===== src/rtl/move_pulse_gen.sv =====
// Turns four raw direction buttons into clean one-cycle step pulses for the
// cursor-position stage: synchronise, debounce, cancel opposites, auto-repeat.
module move_pulse_gen #(
    parameter int DEBOUNCE_CYCLES = 500000,
    parameter int REPEAT_DELAY    = 25000000,
    parameter int REPEAT_PERIOD   = 5000000,
    parameter int ACTIVE_LOW      = 1,
    parameter int CNT_W           = 25
) (
    input  logic CLOCK_50,
    input  logic reset,
    input  logic btnLeft,
    input  logic btnRight,
    input  logic btnUp,
    input  logic btnDown,
    output logic left,
    output logic right,
    output logic up,
    output logic down,
    output logic anyHeld
);
    typedef enum logic [1:0] {
        ST_IDLE   = 2'd0,
        ST_DELAY  = 2'd1,
        ST_REPEAT = 2'd2
    } rep_state_t;

    localparam logic [CNT_W-1:0] DB_LAST  = CNT_W'(DEBOUNCE_CYCLES - 1);
    localparam logic [CNT_W-1:0] RD_LAST  = CNT_W'(REPEAT_DELAY - 1);
    localparam logic [CNT_W-1:0] RP_LAST  = CNT_W'(REPEAT_PERIOD - 1);
    localparam logic [CNT_W-1:0] CNT_ONE  = CNT_W'(1);
    localparam logic [3:0]       POL_MASK = (ACTIVE_LOW != 0) ? 4'hF : 4'h0;

    // Channel order everywhere: [0]=left, [1]=right, [2]=up, [3]=down.
    logic [3:0] w_raw;
    logic [3:0] w_deb;
    logic [3:0] w_eff;
    logic [3:0] w_pulse;
    logic [3:0] r_sync1;
    logic [3:0] r_sync2;
    logic       r_any_held;

    // After normalisation 1 means pressed, so reset leaves the chain "released".
    assign w_raw = {btnDown, btnUp, btnRight, btnLeft} ^ POL_MASK;

    always_ff @(posedge CLOCK_50) begin
        if (reset) begin
            r_sync1 <= '0;
            r_sync2 <= '0;
        end else begin
            r_sync1 <= w_raw;
            r_sync2 <= r_sync1;
        end
    end

    // Opposite directions held together cancel each other on that axis.
    assign w_eff = {w_deb[3] & ~w_deb[2],
                    w_deb[2] & ~w_deb[3],
                    w_deb[1] & ~w_deb[0],
                    w_deb[0] & ~w_deb[1]};

    for (genvar g = 0; g < 4; g++) begin : g_chan
        logic             r_deb;
        logic [CNT_W-1:0] r_dc;
        rep_state_t       r_state;
        rep_state_t       w_next;
        logic [CNT_W-1:0] r_rc;
        logic             w_fire;
        logic             w_rc_clr;
        logic             r_pulse;

        always_ff @(posedge CLOCK_50) begin
            if (reset) begin
                r_deb <= 1'b0;
                r_dc  <= '0;
            end else if (r_sync2[g] == r_deb) begin
                r_dc  <= '0;
            end else if (r_dc == DB_LAST) begin
                r_deb <= r_sync2[g];
                r_dc  <= '0;
            end else begin
                r_dc  <= r_dc + CNT_ONE;
            end
        end

        always_ff @(posedge CLOCK_50) begin
            if (reset) begin
                r_state <= ST_IDLE;
            end else begin
                r_state <= w_next;
            end
        end

        always_comb begin
            w_next = r_state;
            case (r_state)
                ST_IDLE:   if (w_eff[g]) w_next = ST_DELAY;
                ST_DELAY: begin
                    if (!w_eff[g])             w_next = ST_IDLE;
                    else if (r_rc == RD_LAST)  w_next = ST_REPEAT;
                end
                ST_REPEAT: if (!w_eff[g]) w_next = ST_IDLE;
                default:   w_next = ST_IDLE;
            endcase
        end

        // A falling effective press wins over a coinciding repeat pulse.
        always_comb begin
            w_fire   = 1'b0;
            w_rc_clr = 1'b1;
            case (r_state)
                ST_IDLE: w_fire = w_eff[g];
                ST_DELAY: begin
                    w_fire   = w_eff[g] && (r_rc == RD_LAST);
                    w_rc_clr = !w_eff[g] || w_fire;
                end
                ST_REPEAT: begin
                    w_fire   = w_eff[g] && (r_rc == RP_LAST);
                    w_rc_clr = !w_eff[g] || w_fire;
                end
                default: w_fire = 1'b0;
            endcase
        end

        always_ff @(posedge CLOCK_50) begin
            if (reset) begin
                r_rc    <= '0;
                r_pulse <= 1'b0;
            end else begin
                r_rc    <= w_rc_clr ? '0 : r_rc + CNT_ONE;
                r_pulse <= w_fire;
            end
        end

        assign w_deb[g]   = r_deb;
        assign w_pulse[g] = r_pulse;
    end

    always_ff @(posedge CLOCK_50) begin
        if (reset) begin
            r_any_held <= 1'b0;
        end else begin
            r_any_held <= |w_deb;
        end
    end

    assign left    = w_pulse[0];
    assign right   = w_pulse[1];
    assign up      = w_pulse[2];
    assign down    = w_pulse[3];
    assign anyHeld = r_any_held;

endmodule


===== config.mk =====
export PLATFORM = sky130hd
export DESIGN_NAME = move_pulse_gen
export DESIGN_NICKNAME = d
export VERILOG_FILES = /design/src/rtl/move_pulse_gen.sv
export SDC_FILE = /design/constraint.sdc
export NUM_CORES = 1
export LEC_CHECK = 0
export BUFFER_PORTS_ARGS = -buffer_cell sky130_fd_sc_hd__buf_4
export CORE_MARGIN = 8
export CORE_UTILIZATION = 55
export DETAILED_ROUTE_END_ITERATION = 12
export PLACE_DENSITY = 0.77
export SLEW_MARGIN = 5
export SYNTH_ARGS = -nofsm -noshare
export SYNTH_HDL_FRONTEND = slang
export SYNTH_SLANG_ARGS = --single-unit

===== constraint.sdc =====
create_clock -name CLOCK_50 -period 3.1 [get_ports CLOCK_50]
set_clock_uncertainty 0.1 [all_clocks]
set_input_delay 0 -clock CLOCK_50 [delete_from_list [all_inputs] [get_ports CLOCK_50]]
set_output_delay 0 -clock CLOCK_50 [all_outputs]
set_load 0.005 [all_outputs]

-- After elaboration in Yosys (flattened, before gate mapping)
Cells that the tools add are included.
- register bits after elaboration: 225
- bits in latches: 0
- bits in writable memories: 0
- bits in read-only memories: 0
- bits of input ports: 6
- output and inout port bits: 5
- word-level logic and storage cells: 149
- memories: 0
- add/subtract/negate cells: 8
- multipliers: 0
- div/mod/pow operators: 0
- $lt $le $gt $ge: 0
- equal/unequal tests: 36
- shift operators: 0
- mux-type cells: 28
- bitwise gates (word level): 13
- reductions and logical operators: 41
- operator list (cell ; number):
    adder 25 x 1 -> 25 bit, second input constant ; 8
    equality test 25 x 19 -> 1 bit, second input constant ; 4
    equality test 25 x 23 -> 1 bit, second input constant ; 4
    equality test 25 bit, second input constant ; 4
    2-to-1 mux 2 bit ; 16
    case mux 2 bit (3 select lines) ; 4
    inequality test 2 bit, second input constant ; 8
    inequality test 3 bit, second input constant ; 4
    case mux 1 bit (3 select lines) ; 4
    AND reduction 3 bit ; 4
    OR reduction 3 bit ; 4
    equality test 2 x 1 -> 1 bit, second input constant ; 4
    equality test 2 bit, second input constant ; 4
    logical AND 1 bit ; 8
    zero test 2 bit ; 4
    logical OR 1 bit ; 8
    inverter 1 bit ; 8
    case mux 1 bit (2 select lines) ; 4
    AND reduction 2 bit ; 4
    OR reduction 2 bit ; 4
    AND 1 bit ; 4
    equality test 1 bit ; 4
    zero test 1 bit ; 4
    inverter 4 bit ; 1
    OR reduction 4 bit ; 1

-- Longest topological paths before layout
- depth in word-level cells: 6
- gate-level depth with buffers: 8
- depth with buffers taken out: 7

-- Worst setup path before layout
OpenSTA, ideal clock, no wires.
- kind: reg2reg
- start: register g_chan[3].r_state[0]
- end: register g_chan[3].r_rc[11]
- library setup time: 0.115 ns
- arrival: 1.921 ns
- required time: 2.885 ns
- path slack: 0.964 ns
- stages on the path, launching flop included: 9
- path buffers: 1
- clock period less this slack: 2.136 ns
- path through: dfxtp_1 inv_1 ha_1 or4b_2 nor4_1 a21oi_1 o21ai_2 buf_6 nor2_1
- word-level cells in the longest chain between the ends: 3
- elaborated cells between the ends (all ways): 4
- classes of those cells: 2 x eq/ne; 1 x mux; 1 x reduce/logical
- RTL lines (what ; line ; RTL):
    start: declaration ; 65 ; rep_state_t r_state;
    start signal: assignment ; 90 ; r_state <= w_next;
    equality test 2 bit / equality test 2 x 1 -> 1 bit (equally long branches) ; 111 ; case (r_state)
    case mux 1 bit (2 select lines) * ; 111 ;
    OR reduction 2 bit (no line) * ; n/a ;
    end signal: assignment ; 130 ; r_rc <= w_rc_clr ? '0 : r_rc + CNT_ONE;
    end: declaration ; 67 ; logic [CNT_W-1:0] r_rc;
Mark *: on every way between the ends. The rest lies on a longest branch, timed or not.
A chain may end at the register's enable or synchronous reset.

-- Final worst setup path
- start: register g_chan[3].r_rc[17]
- end: register g_chan[3].r_rc[9]
- word-level cells in the longest chain between the ends: 5
- elaborated cells between the ends (all ways): 8
- classes of those cells: 2 x eq/ne; 1 x mux; 5 x reduce/logical
- RTL lines (what ; line):
    equality test 25 x 23 -> 1 bit / equality test 25 bit (equally long branches) ; 118, 114
    logical AND 1 bit (on tied branches) ; 118, 114
    logical OR 1 bit (on tied branches) ; 119, 115
    case mux 1 bit (2 select lines) * ; 111
    OR reduction 2 bit (no line) * ; n/a
Marked as above.

==> metrics <==
post_cts resized=0; CTS root buffer=clkbuf_16; Via density=5.47; Startpoint Class=flip-flop; status=finished clean; cell count after synthesis=approximately 1.2k; Clock Tree Buf Depth=3; most frequent cells in the layout=nor2_1, dfxtp_1, xor2_1; row count=50; Total Wirelength=~19000 µm; post-route ant nets=0; max cap viols=0; Die Ht=153 µm; Num CTS Buffers=24; CP Capture Type=flip-flop; Routed wire per std cell=13.1 µm; critical path class=reg2reg; clk_lat worst skew=0.51 ns; Min Clock Period, post-route=around 2.6 ns; WHS Path Cells=1; mean post-synth cell area=8.90 µm²; die width=about 150 µm; TritonRoute pass-1 iters=4; gr ovfl total=0; worst endpoint required time=3.35 ns; first-pass GRT wire length=about 33000 µm; Slew headroom=33.0%; initial drt markers=roughly 250; TritonCTS clock tree=yes; register area share after synthesis=43.6%; H-tree depth=1; Pleak=3.79 nW; Hold Path Class=reg2reg; Core Util, Final=61.9%; number of diodes=0; Net Count, Synth=~1.2k; maximum fanout along the worst path=25; vias in the first global route=around 7.4k; IO Pins=11; Setup Viol. Count Final=0; Core Footprint=18600 µm²; Layout Nets=roughly 1.2k; worst-case reg-to-reg path depth=5; number of synthesized flops with an enable pin=0; Slew Limit Fails=0; YS warnings=0; register bit total from synthesis=225; fin worst setup slack=approximately 0.53 ns; DRC viols=0; Tightest Pin Transition=1.01 ns; Max VDD drop=around 470 µV; final worst path period share=82.8%; Post-synth ARST share=0%; Pwr Density=approximately 520 nW/µm²; filler instances=approximately 1.5k; initial antenna violation count=0; routability cong.=between 0.7 and 0.8; Synth cell types=55; Primary FF master, synth=dfxtp_1; RSZ-0062 raised after global routing=false; Clock transition at path regs=0.06 ns; Post-CTS Setup Repair Bufs=0; total power=6.03 mW; final setup TNS=0 ns; Initial Util=between 50 and 60%; Vias=7855; pre-CTS setup slack=0.551 ns; die area=23400 µm²; f_max=390 MHz; area grow syn2layout=11.4%; Port Buffers=10; Critical Path AT=2.82 ns; Fin Hold WS=roughly 0.34 ns; clk sinks=225; final hold vios=0; Post-Syn Area=10300 µm²; commonest non-fill, non-tap cell in the layout=nor2_1; post-DP HPWL=12300 µm; # hold bufs at CTS=9; overall global routing resource usage=around 16%; largest net degree at the start of global routing=41; proportion of layout cells with a drive suffix above 1=6.32%
-- cell usage after synthesis, drive strengths merged (5+ instances only) --
cell	n	share of area (%)
nor2	235	8.5
nand4	60	3.6
nor3	27	1.4
clkbuf	16	0.58
and4	30	2.5
inv	23	0.84
ha	24	2.9
nand2	65	2.4
nand3	100	4.8
and3	25	1.5
xor2	137	12
or3	7	0.42
or4b	5	0.48
and2	7	0.42
nand4b	6	0.51
xnor2	51	4.3
mux2i	10	0.97
nor4	28	2.0
nor4b	8	0.74
or4	5	0.40
buf	17	1.5
a21oi	6	0.29
dfxtp	225	44
nor2b	9	0.55
-- power breakdown --
part	internal (mW)	switching [mW]
Sequential	2.91	0.0112
Combinational	0.0441	0.0613
Clock	1.86	1.15
Total	4.81	1.22
-- logic make-up after synthesis --
kind of cell / synth area share (%)
AND/OR/NAND/NOR: 31.6
flip-flops: 43.6
XOR/XNOR: 15.9
buffers and inverters: 2.88
AO/OA/AOI/OAI: 2.07
adder cells (fa/ha/maj): 2.91
multiplexers: 0.969
-- critical path, cell delays in order (launching register included) --
cell     delay [ns]
dfxtp_1        0.34
or4b_1         0.57
nor4_4         0.38
nand2_1        0.11
o21ai_2        0.78
nor2_1         0.12
-- stage by stage --
stage          cells  cell area [µm²]
6_report        1436            11500
5_1_grt         1436            11500
4_1_cts         1436            11500
3_5_place_dp    1383            10600
3_3_place_gp    1383            10600
2_1_floorplan   1161            10300
-- registers in the layout, summed over array words and instances (netlist names) --
register and cells:
anyHeld 1, down 1, g_chan.r_dc 100, g_chan.r_deb 4, g_chan.r_rc 100, g_chan.r_state 8
left 1, r_sync1 4, r_sync2 4, right 1, up 1
-- area by class of cell --
| type | instances | area, µm² | share of cell area [%] |
|---|---|---|---|
| clock buffer | 28 | 657 | 5.71 |
| clock inverter | 16 | 195 | 1.70 |
| inverter | 23 | 86.3 | 0.750 |
| multi-input combinational | 880 | 5530 | 48.0 |
| sequential | 225 | 4500 | 39.1 |
| tap | 234 | 293 | 2.54 |
| timing repair buffer | 30 | 248 | 2.15 |
-- routing by layer --
metal / global-route usage [%] / part of all wire (%) / routed length [µm]
met4: 5.09 / 2.2 / 406
met2: 26.8 / 47 / 8770
met3: 2.28 / 3.0 / 554
met5: 0 / 0 / 0
met1: 20.5 / 48 / 9020
-- final timing paths --
path	from	endpoint	slack (ns)
setup / recovery	g_chan[3].r_rc[17]$_SDFF_PP0_	g_chan[3].r_rc[9]$_SDFF_PP0_	0.53
hold / removal	r_sync1[2]$_SDFF_PP0_	r_sync2[2]$_SDFF_PP0_	0.34
setup reg to reg	g_chan[3].r_rc[17]$_SDFF_PP0_	g_chan[3].r_rc[9]$_SDFF_PP0_	0.53
hold reg to reg	r_sync1[2]$_SDFF_PP0_	r_sync2[2]$_SDFF_PP0_	0.34
(Power assumes the default switching activity.)
